==> config.mk <==
export PLATFORM = sky130hd
export DESIGN_NAME = spi_mult_sequencer
export DESIGN_NICKNAME = d
export VERILOG_FILES = /design/src/rtl/spi_mult_sequencer.sv
export SDC_FILE = /design/constraint.sdc
export NUM_CORES = 1
export LEC_CHECK = 0
export ABC_CLOCK_PERIOD_IN_PS = 2650
export CORE_ASPECT_RATIO = 0.6
export CORE_UTILIZATION = 59
export CTS_CLUSTER_SIZE = 8
export DETAILED_ROUTE_END_ITERATION = 10
export MAX_ROUTING_LAYER = met4
export PLACE_DENSITY = 0.89
export SYNTH_ARGS = -nofsm -noshare
export SYNTH_HDL_FRONTEND = slang
export SYNTH_SLANG_ARGS = --single-unit
==> constraint.sdc <==
create_clock -name clk -period 2.65 [get_ports clk]
set_input_delay 0.53 -clock clk [delete_from_list [all_inputs] [get_ports clk]]
set_output_delay 0.53 -clock clk [all_outputs]
set_load 0.01 [all_outputs]
==> src/rtl/spi_mult_sequencer.sv <==
// spi_mult_sequencer
// Pairs consecutive received words into operands A and B and multiplies them
// with an iterative shift-add core, one multiplier bit per cycle. The product
// is streamed out as two words, high word first, on a valid/ready interface.
//
// Build option: define MULT_SIGNED_EN for two's-complement operands (the core
// multiplies magnitudes; the product is negated on load when signs differ).
//
// Ports:
//   clk       clock
//   reset     asynchronous active-low reset
//   rx_valid  one-cycle strobe, rx_data holds a received word
//   rx_data   received word
//   tx_ready  downstream accepts tx_data this cycle
//   tx_valid  tx_data holds a product word
//   tx_data   product word (high, then low); 0 when tx_valid is low
//   busy      high while multiplying or sending
//   overrun   sticky; set when an rx_valid strobe is dropped
module spi_mult_sequencer #(
  parameter int unsigned WIDTH = 16
) (
  input  logic             clk,
  input  logic             reset,
  input  logic             rx_valid,
  input  logic [WIDTH-1:0] rx_data,
  input  logic             tx_ready,
  output logic             tx_valid,
  output logic [WIDTH-1:0] tx_data,
  output logic             busy,
  output logic             overrun
);

  localparam int unsigned PW = 2 * WIDTH;
  localparam int unsigned AW = PW + 1;
  localparam int unsigned CW = $clog2(WIDTH + 1);

  typedef enum logic [2:0] {
    IDLE    = 3'd0,
    WAIT_B  = 3'd1,
    MULT    = 3'd2,
    SEND_HI = 3'd3,
    SEND_LO = 3'd4
  } state_t;

  state_t           state_q, state_d;
  logic [WIDTH-1:0] op_a_q, op_a_d;
  logic [AW-1:0]    acc_q, acc_d;
  logic [CW-1:0]    cnt_q, cnt_d;
  logic [PW-1:0]    prod_q, prod_d;
  logic [WIDTH:0]   upper_sum;
  logic             tx_valid_d, busy_d, overrun_d;
  logic [WIDTH-1:0] tx_data_d;

`ifdef MULT_SIGNED_EN
  logic neg_a_q, neg_a_d;
  logic neg_q, neg_d;

  function automatic logic [WIDTH-1:0] magnitude(input logic [WIDTH-1:0] x);
    return x[WIDTH-1] ? (~x + WIDTH'(1)) : x;
  endfunction
`endif

  // State and datapath registers
  always_ff @(posedge clk or negedge reset) begin
    if (!reset) begin
      state_q  <= IDLE;
      op_a_q   <= '0;
      acc_q    <= '0;
      cnt_q    <= '0;
      prod_q   <= '0;
      tx_valid <= 1'b0;
      tx_data  <= '0;
      busy     <= 1'b0;
      overrun  <= 1'b0;
`ifdef MULT_SIGNED_EN
      neg_a_q  <= 1'b0;
      neg_q    <= 1'b0;
`endif
    end else begin
      state_q  <= state_d;
      op_a_q   <= op_a_d;
      acc_q    <= acc_d;
      cnt_q    <= cnt_d;
      prod_q   <= prod_d;
      tx_valid <= tx_valid_d;
      tx_data  <= tx_data_d;
      busy     <= busy_d;
      overrun  <= overrun_d;
`ifdef MULT_SIGNED_EN
      neg_a_q  <= neg_a_d;
      neg_q    <= neg_d;
`endif
    end
  end

  // Upper half of the accumulator plus the multiplicand when the current
  // multiplier bit (acc LSB) is set; W+1 bits hold the carry.
  always_comb begin
    upper_sum = acc_q[AW-1:WIDTH];
    if (acc_q[0]) begin
      upper_sum = acc_q[AW-1:WIDTH] + (WIDTH+1)'(op_a_q);
    end
  end

  // Next-state, datapath and registered-output logic
  always_comb begin
    state_d   = state_q;
    op_a_d    = op_a_q;
    acc_d     = acc_q;
    cnt_d     = cnt_q;
    prod_d    = prod_q;
    overrun_d = overrun;
`ifdef MULT_SIGNED_EN
    neg_a_d   = neg_a_q;
    neg_d     = neg_q;
`endif

    case (state_q)
      IDLE: begin
        if (rx_valid) begin
`ifdef MULT_SIGNED_EN
          op_a_d  = magnitude(rx_data);
          neg_a_d = rx_data[WIDTH-1];
`else
          op_a_d  = rx_data;
`endif
          state_d = WAIT_B;
        end
      end
      WAIT_B: begin
        // Multiplier sits in the low half and is consumed LSB first.
        if (rx_valid) begin
`ifdef MULT_SIGNED_EN
          acc_d = {{(WIDTH+1){1'b0}}, magnitude(rx_data)};
          neg_d = neg_a_q ^ rx_data[WIDTH-1];
`else
          acc_d = {{(WIDTH+1){1'b0}}, rx_data};
`endif
          cnt_d   = '0;
          state_d = MULT;
        end
      end
      MULT: begin
        if (cnt_q == CW'(WIDTH)) begin
`ifdef MULT_SIGNED_EN
          prod_d = neg_q ? (~acc_q[PW-1:0] + PW'(1)) : acc_q[PW-1:0];
`else
          prod_d = acc_q[PW-1:0];
`endif
          state_d = SEND_HI;
        end else begin
          acc_d = {upper_sum, acc_q[WIDTH-1:0]} >> 1;
          cnt_d = cnt_q + CW'(1);
        end
      end
      SEND_HI: begin
        if (tx_ready) state_d = SEND_LO;
      end
      SEND_LO: begin
        if (tx_ready) state_d = IDLE;
      end
      default: state_d = IDLE;
    endcase

    // Strobes arriving while the core is occupied are lost.
    if (rx_valid && (state_q == MULT || state_q == SEND_HI || state_q == SEND_LO)) begin
      overrun_d = 1'b1;
    end

    busy_d     = (state_d == MULT) || (state_d == SEND_HI) || (state_d == SEND_LO);
    tx_valid_d = (state_d == SEND_HI) || (state_d == SEND_LO);
    tx_data_d  = '0;
    if (state_d == SEND_HI) begin
      tx_data_d = prod_d[PW-1:WIDTH];
    end else if (state_d == SEND_LO) begin
      tx_data_d = prod_d[WIDTH-1:0];
    end
  end

endmodule
# After elaboration in Yosys (flattened, before gate mapping)
# Index checks and enable logic that the tools add are counted.
dict set report word_totals {
  ff_bits 108
  latchBits 0
  ram_bits 0
  romBits 0
  input_bits 20
  memories 0
}
dict set report classes {
  n_addsub 2
  n_mul 0
  div_mod_pow 0
  n_lt_le_gt_ge 0
  n_eq_ne 10
  shift 0
  n_mux 17
  bitwise 0
  n_reduce_logical 10
}
# operator count
set op_table {}
lappend op_table {{2-to-1 mux 33 bit} 2}
lappend op_table {{case mux 33 bit (2 select lines)} 1}
lappend op_table {{2-to-1 mux 32 bit} 2}
lappend op_table {{2-to-1 mux 16 bit} 2}
lappend op_table {{adder 17 x 16 -> 17 bit} 1}
lappend op_table {{2-to-1 mux 17 bit} 1}
lappend op_table {{2-to-1 mux 3 bit} 5}
lappend op_table {{case mux 3 bit (5 select lines)} 1}
lappend op_table {{equality test 3 x 2 -> 1 bit (second input constant)} 4}
lappend op_table {{2-to-1 mux 5 bit} 2}
lappend op_table {{case mux 5 bit (2 select lines)} 1}
lappend op_table {{equality test 3 bit (second input constant)} 2}
lappend op_table {{adder 5 x 1 -> 5 bit (second input constant)} 1}
lappend op_table {{equality test 5 bit (second input constant)} 1}
lappend op_table {{logical OR 1 bit} 5}
lappend op_table {{!= test 2 bit (second input constant)} 2}
lappend op_table {{equality test 3 x 1 -> 1 bit (second input constant)} 1}
lappend op_table {{zero test 3 bit} 1}
lappend op_table {{AND reduction 3 bit} 1}
lappend op_table {{AND reduction 2 bit} 1}
lappend op_table {{nonzero test 2 bit} 1}
lappend op_table {{logical AND 1 bit} 1}

# Depth between registers and ports, before layout
dict set report depth {
  ltp_word 6
  ltp_mapped 9
  ltp_nobuf 7
}

# Least setup slack after synthesis
# Ideal clock, no wire load.
dict set report synth_path {
  path_type {flip-flop to flip-flop}
  start {register acc_q[16]}
  end {register acc_q[31]}
  arrival_time_ns 1.964
  required_ns 2.526
  slack_ns 0.563
  path_stages_with_launch 8
  n_path_buf 0
  synth_period_minus_slack_ns 2.087
  path_cell_list {dfrtp_1 -> ha_1 -> fa_1 -> a211oi_1 -> o211ai_1 -> nand4_1 -> a2111oi_0 -> a211o_1}
}
dict set report synth_via {
  elab_chain_cells 4
}
# item line
set synth_rtl {}
lappend synth_rtl {{from (decl)} 47} ;# logic [AW-1:0] acc_q, acc_d;
lappend synth_rtl {{from (signal assigned)} 68} ;# acc_q <= '0;
lappend synth_rtl {{from (signal assigned)} 82} ;# acc_q <= acc_d;
lappend synth_rtl {{adder 17 x 16 -> 17 bit} 101} ;# upper_sum = acc_q[AW-1:WIDTH] + (WIDTH+1)'(op_a_q);
lappend synth_rtl {{2-to-1 mux 17 bit} 100} ;# if (acc_q[0]) begin
lappend synth_rtl {{2-to-1 mux 33 bit} 144} ;# if (cnt_q == CW'(WIDTH)) begin
lappend synth_rtl {{case mux 33 bit (2 select lines)} 118} ;# case (state_q)
# Every way passes these cells. The select of a mux whose other input is x is not followed.
# A chain may end at the register's enable or synchronous reset.

# Worst setup path after layout
# Same ends and word-level chain as after synthesis.

==> reports/metrics.csv <==
metric,value,unit
crit_slowest_cell,fa_1,
critical_path_class,flop to flop,
cp_top_family,compound AO/OA/AOI/OAI gates,
path_buf_inv,0,
finClkSkew,6.744,ps
grt_pass1_vias,3831,
clk-insertion-delay-late,350,ps
status,"complete, but fails checks",
num_rows,26,
path_cells,ha_1 > fa_1 > a211oi_1 > o211ai_1 > nand4_1 > a2111oi_0 > a211o_1,
postCtsSetupRepairBufs,0,
synth-warning-count,0,
end_kind,flop,
p_leak,0.003014,uW
clkSinkCount,107,
postCtsHoldBufs,0,
startpoint_type,flop,
die_h,75.68,um
hold_viol,0,
htree_levels,3,
min_period,2387,ps
antenna_found_initial,0,
vias_per_cell,6.027,
fin_cells,640,
min_path_type,input port to asynchronous set/reset pin,
cts_buffers,9,
cp_max_fo,4,
routedWlPerCell,19.20,um
maxCapViolCount,0,
cts_root_buf,clkbuf_16,
antenna_cells,0,
layout_commonest_cell,dfrtp_1,
synth_edf_count,0,
violations,DRC,
numPortBuffers,38,
grt_max_degree,52,
timing.fmax,418.9,MHz
synth_cell_type_count,62,
yosysSeqAreaShare,50.16,%
wl,12290,um
cp.arrival,2620,ps
setup_tns,0,ps
drt.antenna.violating_nets,0,
async_reset_ff_share,100.0,%
via_count,3857,
switching_share,40.69,%
cts_tree,done,
rsz0062_at_grt,no,
yosys.area.top_type_share,50.16,%
grtUsageTotal,30.02,%
ys_seq_elements,107,
ir_worst_vdd,657.6,uV
crit_required,2880,ps
final_cell_mix,"dfrtp_1 (107), o21ai_0 (54), nand2_1 (45), clkdlybuf4s50_1 (37), mux2i_1 (31)",
switchingPower,2837,uW
die_w,124.8,um
internal_power,4135,uW
power_density,1133,nW/um^2
synth_area,5338,sq um
slew_viol_final,0,
syn_avg_cell_area,11.12,sq um
gp_congestion,0.9816,
worstMarginPinSlew,620.7,ps
synth_largest_area_cell,dfrtp_1,
clk_pin_slew,70,ps
clockBufferDepth,2,
core,8653,sq um
layout-drive-gt1-share,14.77,%
pwr-share-seq,35.7,%
dp_cells,624,
fin_nets,562,
cp_slowest_stage_delay,430,ps
grt_pass1_wl,20330,um
syn_inst,480,
ys.flop_type,dfrtp_1,
dpl.hpwl,8787,um
drtIter0Drc,278,
setup_viol,0,
power.clock.fraction,20.9,%
drc,12,
cts_resized,0,
start_util,61.68,%
syn_nets,519,
overflow,0,
io_pins,39,
comb_power_share,43.4,%
die-area,9443,sq um
syn2layout_area_growth,15.31,%
relSlewSlack,58.62,%
synthTopCellsByArea,"dfrtp_1 (50%), mux2i_1 (5.8%), mux2_2 (5.7%), o21ai_0 (5.1%), ha_1 (4.2%)",
fin_crit_sh,90.08,%
dr.pass1.iters,8,
==> cell type report <==
| cell class | count | area (sq um) |
|---|---|---|
| Inverter | 22 | 82.58 |
| Sequential cell | 107 | 2678 |
| Tap cell | 112 | 140.1 |
| Multi-Input combinational cell | 330 | 2426 |
| Clock inverter | 6 | 96.34 |
| Timing Repair Buffer | 53 | 503.0 |
| Fill cell | 642 | 2499 |
| Clock buffer | 10 | 229.0 |
==> cells in the mapped netlist (all sizes together), types with 2 or more instances <==
library cell,instances
nor3,2
mux2,33
nor2,21
a21o,4
nand3,20
a211oi,4
nor3b,2
o31ai,3
a32oi,3
and4,4
nand2,46
a21oi,22
a211o,2
and3,2
inv,21
a41oi,2
o21bai,2
ha,18
mux2i,32
a31oi,3
o211ai,4
buf,19
o21ai,57
a22oi,7
xnor2,3
and4bb,2
clkbuf,2
dfrtp,107
xor2,8
nand2b,4
nand4,4
==> power groups by stage <==
| stage | logic [uW] | registers (uW) | clock network, uW |
|---|---|---|---|
| after floorplan | 2290 | 2330 | 0 |
| after global placement | 2890 | 2470 | 0 |
| after detailed placement | 2960 | 2510 | 0 |
| after CTS | 2990 | 2480 | 1480 |
| after global routing | 3360 | 2550 | 1540 |
| final | 3020 | 2490 | 1460 |
==> state kept, by name (all words and copies together), names as in the netlist <==
| signal | flops |
|---|---|
| acc_q | 32 |
| state_q | 3 |
| overrun | 1 |
| tx_valid | 1 |
| prod_q | 32 |
| busy | 1 |
| cnt_q | 5 |
| tx_data | 16 |
| op_a_q | 16 |
==> worst reg2reg max path, cell delays in order, from the launching register on <==
cell	delay, ps
dfrtp_1	410
ha_1	240
fa_1	430
a211oi_1	360
o211ai_1	220
nand4_1	200
a2111oi_0	120
a211o_1	290
==> logic make-up after synthesis <==
family                   after synthesis  synth area share [%]
AND/OR/NAND/NOR                      113                 11.51
multiplexers                          65                 13.46
adder cells (fa/ha/maj)               19                 4.595
flip-flops                           107                 50.16
XOR/XNOR                              11                 1.805
buffers and inverters                 43                 4.524
AO/OA/AOI/OAI                        122                 13.95
==> per-stage QoR <==
| stage | setup WS [ps] | util (%) | cell area, sq um | hold slack [ps] | total power (uW) |
|---|---|---|---|---|---|
| after global placement | 427.0 | 67.37 | 5829 | 447.8 | 5364 |
| after detailed placement | 329.6 | 67.37 | 5829 | 451.6 | 5467 |
| after global routing | 108.1 | 71.12 | 6155 | 244.1 | 7447 |
| after floorplan | 562.6 | - | 5338 | 234.4 | 4619 |
| after CTS | 279.6 | 71.12 | 6155 | 217.0 | 6947 |
| final | 263.0 | 71.12 | 6155 | 189.4 | 6972 |
==> worst paths after layout <==
| check | from | endpoint | slack [ps] | cells after the start |
|---|---|---|---|---|
| setup / recovery | acc_q[16] | acc_q[31] | 260 | 7 |
| hold / removal | reset | prod_q[25] | 190 | 1 |
| setup reg to reg | acc_q[16] | acc_q[31] | 260 | 7 |
| hold reg to reg | overrun | overrun | 460 | 1 |
| max in group asynchronous | reset | acc_q[0] | 1730 | 2 |
| min in group clk | overrun | overrun | 460 | 1 |
==> routing by layer <==
| layer | up-vias | wire, um | GRT usage [%] |
|---|---|---|---|
| met5 | - | 0 | - |
| met4 | 0 | 141 | 7.819 |
| met3 | 15 | 893 | 8.146 |
| met2 | 130 | 5268 | 45.63 |
| met1 | 1902 | 5984 | 40.33 |
| li1 | 1810 | - | - |
No activity file was read; power rests on OpenSTA's default activity.
